[src/rtl/mem_ctrl_pkg.sv]
`default_nettype none
// ============================================================================
// Module      : mem_ctrl_pkg
// Description : Shared encodings for the memory access controller.
// Revision    : 1.0
// ============================================================================
package mem_ctrl_pkg;

    localparam logic [1:0] c_st_idle    = 2'd0;
    localparam logic [1:0] c_st_access  = 2'd1;
    localparam logic [1:0] c_st_release = 2'd2;
    localparam logic [1:0] c_st_fault   = 2'd3;

    // Code 3 is reserved and never produced.
    localparam logic [1:0] c_fault_none    = 2'd0;
    localparam logic [1:0] c_fault_ana     = 2'd1;
    localparam logic [1:0] c_fault_timeout = 2'd2;

    localparam logic c_own_fetch = 1'b0;
    localparam logic c_own_data  = 1'b1;

endpackage
`default_nettype wire

[src/rtl/mem_timeout_counter.sv]
`default_nettype none
// ============================================================================
// Module      : mem_timeout_counter
// Description : 8-bit saturating cycle counter with terminal-count flag.
// Revision    : 1.0
// ============================================================================
module mem_timeout_counter #(
    parameter int TIMEOUT_CYCLES = 16
) (
    input  logic clk,
    input  logic rst,
    input  logic clear,
    input  logic enable,
    output logic terminal
);

    localparam logic [7:0] c_terminal = 8'(TIMEOUT_CYCLES - 1);

    logic [7:0] r_count;

    always_ff @(posedge clk or posedge rst) begin
        if (rst) begin
            r_count <= 8'd0;
        end else if (clear) begin
            r_count <= 8'd0;
        end else if (enable && (r_count != 8'hFF)) begin
            r_count <= r_count + 8'd1;
        end
    end

    assign terminal = (r_count == c_terminal);

endmodule
`default_nettype wire

[src/rtl/memory_access_controller.sv]
`default_nettype none
// ============================================================================
// Module      : memory_access_controller
// Description : Arbitrates fetch/data requests onto the single memory port.
// Revision    : 1.0
// ============================================================================
module memory_access_controller
    import mem_ctrl_pkg::*;
#(
    parameter int TIMEOUT_CYCLES = 16,
    parameter int DATA_WIDTH     = 32,
    parameter int ADDR_WIDTH     = 32
) (
    input  logic                  clk,
    input  logic                  rst,
    input  logic                  fetch_req,
    input  logic [ADDR_WIDTH-1:0] fetch_addr,
    output logic                  fetch_done,
    output logic [DATA_WIDTH-1:0] fetch_data,
    input  logic                  data_req,
    input  logic                  data_write,
    input  logic [ADDR_WIDTH-1:0] data_addr,
    input  logic [DATA_WIDTH-1:0] data_wdata,
    output logic                  data_done,
    output logic [DATA_WIDTH-1:0] data_rdata,
    output logic [ADDR_WIDTH-1:0] mem_address,
    output logic [DATA_WIDTH-1:0] mem_data_in,
    output logic                  mem_read,
    output logic                  mem_write,
    input  logic [DATA_WIDTH-1:0] mem_data_out,
    input  logic                  mem_mfc,
    input  logic                  mem_ana_flag,
    input  logic                  fault_clear,
    output logic                  fault,
    output logic [1:0]            fault_code,
    output logic                  busy
);

    logic [1:0]            r_state;
    logic                  r_owner;
    logic                  r_write;
    logic [ADDR_WIDTH-1:0] r_addr;
    logic [DATA_WIDTH-1:0] r_wdata;
    logic                  r_mem_read;
    logic                  r_mem_write;
    logic                  r_fetch_done;
    logic                  r_data_done;
    logic [DATA_WIDTH-1:0] r_fetch_data;
    logic [DATA_WIDTH-1:0] r_data_rdata;
    logic                  r_fault;
    logic [1:0]            r_fault_code;
    logic                  r_busy;

    logic w_in_access;
    logic w_cnt_clear;
    logic w_terminal;
    logic w_finish;
    logic w_capture;

    assign w_in_access = (r_state == c_st_access);
    assign w_cnt_clear = (r_state == c_st_idle);
    // Any ACCESS exit (fault, completion or timeout) ends the strobe and pulses Done.
    assign w_finish    = w_in_access && (mem_ana_flag || mem_mfc || w_terminal);
    assign w_capture   = w_in_access && !mem_ana_flag && mem_mfc && !r_write;

    mem_timeout_counter #(
        .TIMEOUT_CYCLES(TIMEOUT_CYCLES)
    ) u_timeout (
        .clk     (clk),
        .rst     (rst),
        .clear   (w_cnt_clear),
        .enable  (w_in_access),
        .terminal(w_terminal)
    );

    always_ff @(posedge clk or posedge rst) begin
        if (rst) begin
            r_state      <= c_st_idle;
            r_owner      <= c_own_fetch;
            r_write      <= 1'b0;
            r_addr       <= '0;
            r_wdata      <= '0;
            r_mem_read   <= 1'b0;
            r_mem_write  <= 1'b0;
            r_fetch_done <= 1'b0;
            r_data_done  <= 1'b0;
            r_fetch_data <= '0;
            r_data_rdata <= '0;
            r_fault      <= 1'b0;
            r_fault_code <= c_fault_none;
            r_busy       <= 1'b0;
        end else begin
            r_fetch_done <= w_finish && (r_owner == c_own_fetch);
            r_data_done  <= w_finish && (r_owner == c_own_data);
            if (w_capture && (r_owner == c_own_fetch)) r_fetch_data <= mem_data_out;
            if (w_capture && (r_owner == c_own_data))  r_data_rdata <= mem_data_out;
            if (w_finish) begin
                r_mem_read  <= 1'b0;
                r_mem_write <= 1'b0;
            end

            case (r_state)
                c_st_idle: begin
                    if (data_req || fetch_req) begin
                        r_owner     <= data_req ? c_own_data : c_own_fetch;
                        r_write     <= data_req && data_write;
                        r_addr      <= data_req ? data_addr : fetch_addr;
                        r_wdata     <= data_req ? data_wdata : '0;
                        r_mem_read  <= !(data_req && data_write);
                        r_mem_write <= data_req && data_write;
                        r_busy      <= 1'b1;
                        r_state     <= c_st_access;
                    end
                end
                c_st_access: begin
                    if (mem_ana_flag) begin
                        r_fault      <= 1'b1;
                        r_fault_code <= c_fault_ana;
                        r_state      <= c_st_fault;
                    end else if (mem_mfc) begin
                        r_state <= c_st_release;
                    end else if (w_terminal) begin
                        r_fault      <= 1'b1;
                        r_fault_code <= c_fault_timeout;
                        r_state      <= c_st_fault;
                    end
                end
                c_st_release: begin
                    if (!mem_mfc) begin
                        r_busy  <= 1'b0;
                        r_state <= c_st_idle;
                    end
                end
                c_st_fault: begin
                    if (fault_clear) begin
                        r_fault      <= 1'b0;
                        r_fault_code <= c_fault_none;
                        r_busy       <= 1'b0;
                        r_state      <= c_st_idle;
                    end
                end
                default: r_state <= c_st_idle;
            endcase
        end
    end

    assign fetch_done  = r_fetch_done;
    assign fetch_data  = r_fetch_data;
    assign data_done   = r_data_done;
    assign data_rdata  = r_data_rdata;
    assign mem_address = r_addr;
    assign mem_data_in = r_wdata;
    assign mem_read    = r_mem_read;
    assign mem_write   = r_mem_write;
    assign fault       = r_fault;
    assign fault_code  = r_fault_code;
    assign busy        = r_busy;

endmodule
`default_nettype wire

[config.mk]
export PLATFORM = sky130hd
export DESIGN_NAME = memory_access_controller
export DESIGN_NICKNAME = d
export VERILOG_FILES = /design/src/rtl/mem_ctrl_pkg.sv /design/src/rtl/mem_timeout_counter.sv /design/src/rtl/memory_access_controller.sv
export SDC_FILE = /design/constraint.sdc
export NUM_CORES = 1
export LEC_CHECK = 0
export CAP_MARGIN = 10
export CORE_UTILIZATION = 45
export CTS_CLUSTER_SIZE = 12
export DETAILED_ROUTE_END_ITERATION = 16
export GPL_TIMING_DRIVEN = 0
export PLACE_DENSITY = 0.93
export SETUP_SLACK_MARGIN = 0.3
export SLEW_MARGIN = 20
export SYNTH_ARGS = -nofsm -noshare
export SYNTH_HDL_FRONTEND = slang
export SYNTH_SLANG_ARGS = --single-unit
[constraint.sdc]
create_clock -name clk -period 12.8 [get_ports clk]
set_clock_uncertainty 0.15 [all_clocks]
set_input_delay 1.92 -clock clk [delete_from_list [all_inputs] [get_ports clk]]
set_output_delay 1.92 -clock clk [all_outputs]
set_load 0.02 [all_outputs]
; After elaboration in Yosys (flattened, before gate mapping)
; Cells that the tools add are included.
; Widths: inputs -> output; s select.
[word_totals]
register_bits = 148
in_bits = 136
output_inout_bits = 136
elab_cells = 82
[op_classes]
add_sub_neg = 1
n_eq_ne = 11
mux = 30
n_bitwise = 1
n_reduce_logical = 24
[op_table]
columns = operator, n
row1 = $mux 32, 2
row2 = $mux 2, 9
row3 = $mux 8, 2
row4 = $mux 1, 13
row5 = $reduce_and 4->1, 3
row6 = $logic_and 1x1->1, 10
row7 = $add 8x1->8 const B, 1
row8 = $eq 8x4->1 const B, 1
row9 = $ne 8x8->1 const B, 1
row10 = $pmux 2 s4, 1
row11 = $ne 2x2->1 const B, 3
row12 = $ne 3x3->1 const B, 2
row13 = $eq 2x2->1 const B, 2
row14 = $ne 4x4->1 const B, 1
row15 = $pmux 2 s2, 1
row16 = $reduce_bool 2->1, 2
row17 = $logic_not 1->1, 3
row18 = $logic_or 1x1->1, 3
row19 = $pmux 1 s3, 1
row20 = $reduce_bool 3->1, 1
row21 = $eq 2x1->1 const B, 1
row22 = $logic_not 2->1, 1
row23 = $pmux 1 s2, 1
row24 = $reduce_and 2->1, 1
row25 = $not 1->1, 1

; Depth between registers and ports, before layout
[logic_depth]
depth_word = 6
depth_mapped = 7
mapped_depth_nobuf = 4

; By module
; A second synthesis with hierarchy kept.
[hier_totals]
hier_cells = 411
area_unflattened_um2 = 6073.3
[modules_own_cells]
columns = mod, n_inst, cells_each, area_each_um2, seq_area_each_um2
row1 = memory_access_controller, 1, 362, 5581.6, 3503.4
row2 = mem_timeout_counter, 1, 49, 491.7, 200.2

; Worst setup path before layout
; Ideal clock, no wire load.
[synth_path]
path_type = input to register
start = input data_req
end = register r_wdata[10], in the netlist mem_data_in[10]
setup_ns = 0.121
arrival_time_ns = 3.180
t_required_ns = 12.529
slack_ns = 9.349
path_stages = 6
path_buffers = 3
path_cell_list = clkbuf_1 -> nor2_1 -> or2_2 -> buf_2 -> buf_1 -> a22o_1
[synth_via]
elab_chain_cells = 2
elab_cells_between_ends = 3
cone_classes = mux: 1 / reduce/logical: 2
[synth_lines]
columns = item, line_no
row1 = "start, declared", memory_access_controller.sv:20  ; input logic data_req,
row2 = $logic_or 1x1->1, memory_access_controller.sv:104  ; if (data_req || fetch_req) begin
row3 = $reduce_and 2->1 (no source line), n/a
row4 = "end signal, assigned", memory_access_controller.sv:108  ; r_wdata <= data_req ? data_wdata : '0;
row5 = "end, declared", memory_access_controller.sv:43  ; logic [DATA_WIDTH-1:0] r_wdata;
; Several ways; a longest one is shown, not always the timed one.
; A chain may end at the register's enable or synchronous reset.

; Final worst setup path
[layout_path]
start = input mem_ana_flag
end = register r_fetch_data[19], in the netlist fetch_data[19]
[layout_via]
elab_chain_cells = 5
[layout_lines]
columns = item, line_no
row1 = "start, declared", memory_access_controller.sv:32  ; input logic mem_ana_flag,
row2 = $logic_not 1->1, memory_access_controller.sv:64  ; assign w_capture = w_in_access && !mem_ana_flag && mem_mfc && !r_write;
row3 = $logic_and 1x1->1 (3 in a row), memory_access_controller.sv:64
row4 = $logic_and 1x1->1, memory_access_controller.sv:95  ; if (w_capture && (r_owner == c_own_fetch)) r_fetch_data <= mem_data_out;
row5 = "end signal, assigned", memory_access_controller.sv:95
row6 = "end, declared", memory_access_controller.sv:48  ; logic [DATA_WIDTH-1:0] r_fetch_data;
; No other way between the ends.

==> reports/results.ini <==
[yosys]
synth_compound_area_frac=0.131
synthCells=455
ys_seq_elements=148
syn_area_sq_mm=0.00617
synth_area_leader_cell=dfrtp_1
seq_area_frac_synth=0.600
ys_warn_count=0
synth_top_family_by_area=multiplexers
synth-xor-area-share=0.00142
synth.avg_cell_area_sq_um=13.6
synth-async-reset-ratio=1.00
yosysMostFrequentCell=dfrtp_1
synth_fp_nets=592
synthAdderAreaFrac=0.00203
muxShareOfSynthArea=0.195
ys_top_cells_by_area=dfrtp_1 (60%), mux2_4 (7.3%), mux2i_1 (6.0%), mux2_2 (5.8%), o21ai_0 (5.8%)
synth_cell_type_count=46
synth_edf_count=0
synthFlopType=dfrtp_1
synth-simple-area-share=0.0379
synth_top_area_share=0.600
synthTopCellsByCount=dfrtp_1 (148), o21ai_0 (71), mux2i_1 (37), a22o_1 (32), mux2_2 (32)

[sta]
fin_crit_ps=3880
rsz0062_at_grt=false
worstMarginPinSlew_ps=918
report.final.setup_viol=0
slew_headroom=0.386
drv_slew=0
setup_tns_ps=0
period_share=0.303
hold_viol=0
hold_ws_ps=348
max_freq_mhz=258

[global_route]
first_global_vias=5328
antenna_found_initial=0
grt_pass1_wl_um=27700
grt-ovfl-total=0
grt_start_max_net_pins=110
grt_util_all_layers=0.256

[setup_path]
crit_family=buffers and inverters
crit_type=input port to register
startpoint_type=input port
arrival_ps=4020
worst_setup_path_end_kind=register
ff2ff_path_depth=6
slowest_stage=clkdlybuf4s50_1
crit_path_max_fanout=10
critical_path_buf_inv_count=2
cp.required_ps=12950
cp_num_cells=5
slowest_delay_ps=540
crit_chain=clkdlybuf4s50_1, nand2b_1, nor4_2, buf_2, mux2_2

[pwr]
p_int_uw=1550
p_total_uw=2420
p_leak_uw=0.00427
seqPwrFrac=0.332
power.density_mw_per_mm2=250
combPwrFrac=0.467
pwr-share-clk=0.200
switching_share=0.362
p_sw_uw=876
ir_drop_mv=0.127

[clock_tree]
cts_resized=0
cts.htree.levels=4
cts_setup_buffers=0
cts.path.max_buffers=2
clock-sinks=148
cts_root_buffer=clkbuf_16
cts_tree=yes
cts.clk_slew.worst_paths_ps=60
cts_hold_buf=0
insertion_delay_ps=410
cts_buffers=17

[floorplanning]
die_x_um=119
ioPinCount=272
start_util=0.464
die_h_um=119
rows=42
core_sq_mm=0.0133
die-area_sq_mm=0.0142

[final_layout]
area_growth_pct=57.3
final_util=0.730
instances_no_fill=934
drive_gt1_frac=0.148
final_nets=882
antenna_cells=0

[place]
gp_congestion=0.799
placedCellCount=902
hpwl_um=12800
io_buffers=270

[detailed_routing]
vias=4996
drc_errors=0
top_layer_used=met4
antenna_left=0
drtPass1Iterations=4
wl_per_cell_um=18.7
m1WireLength_um=6860
drt-vias-per-instance=5.35
dr_wl_met2_um=8930
drt_wl_total_um=17400
met3_length_um=1200
drtIter0Drc=262

[run_status]
status=finished, final reports clean

[flow_run]
drv_cap=0

[worst_hold_path]
hp-class=register to register
hold_depth=1

==> logic make-up after synthesis <==
logic type | Yosys count
flops | 148
compound gates | 124
mux | 101
simple gates | 41
buf+inv | 39
xor+xnor | 1
fa+ha+maj | 1
==> path summary, 6_finish.rpt <==
kind	startpoint	to	slack (ps)
worst max register to register	r_state[1]	fetch_data[19]	10430
worst min register to register	fetch_data[25]	fetch_data[25]	350
worst max-delay path	mem_ana_flag	fetch_data[19]	8920
worst min-delay path	fetch_data[25]	fetch_data[25]	350
max in group asynchronous	rst	fetch_data[11]	9930
min in group asynchronous	rst	mem_data_in[15]	1740
==> flip-flops by register name, summed over array words and instances (netlist names), 2 cells and up <==
signal and cells:
mem_data_in 32, u_timeout.r_count 8, fetch_data 32, r_state 2, mem_address 32, fault_code 2, data_rdata 32
==> final cells by class <==
type	instances	area, sq um
timing repair buffer	271	2730
inverter	6	30.0
clock inverter	13	135
buffer	33	174
multi-input combinational	268	2270
clock buffer	19	443
sequential	148	3700
tap	176	220
fill	878	3590
==> layout by cell type, fill, tap and decap left out, types with 6 or more instances in the layout <==
cell type / synthesis / layout
clkbuf_16: 0 / 17
nand2_1: 11 / 11
mux2i_1: 37 / 37
mux2_4: 30 / 30
nor2_1: 6 / 6
buf_6: 6 / 6
clkbuf_1: 19 / 20
mux2_2: 32 / 32
o21ai_0: 71 / 71
a22o_1: 32 / 32
dfrtp_1: 148 / 148
clkdlybuf4s50_1: 0 / 270
==> stage by stage <==
stage | worst slack (ps) | cell area, sq um
finish | 8920 | 9710
detailed placement | 8550 | 9130
CTS | 8990 | 9710
global placement | 5030 | 9090
floorplan | 6750 | 6170
global route | 8850 | 9710
==> power groups by stage <==
stage | sequential [uW] | clock, uW | combinational, uW
floorplan | 1030 | 0 | 342
global placement | 791 | 0 | 1100
detailed placement | 807 | 0 | 1130
CTS | 804 | 494 | 1140
global route | 828 | 513 | 1200
finish | 805 | 485 | 1130
==> metal layers <==
layer,vias to the layer above,global-route usage
met2,216,0.442
met4,0,0.113
met3,36,0.0795
met5,-,0
met1,2489,0.291
li1,2255,-
Power figures use the tool's default switching activity.
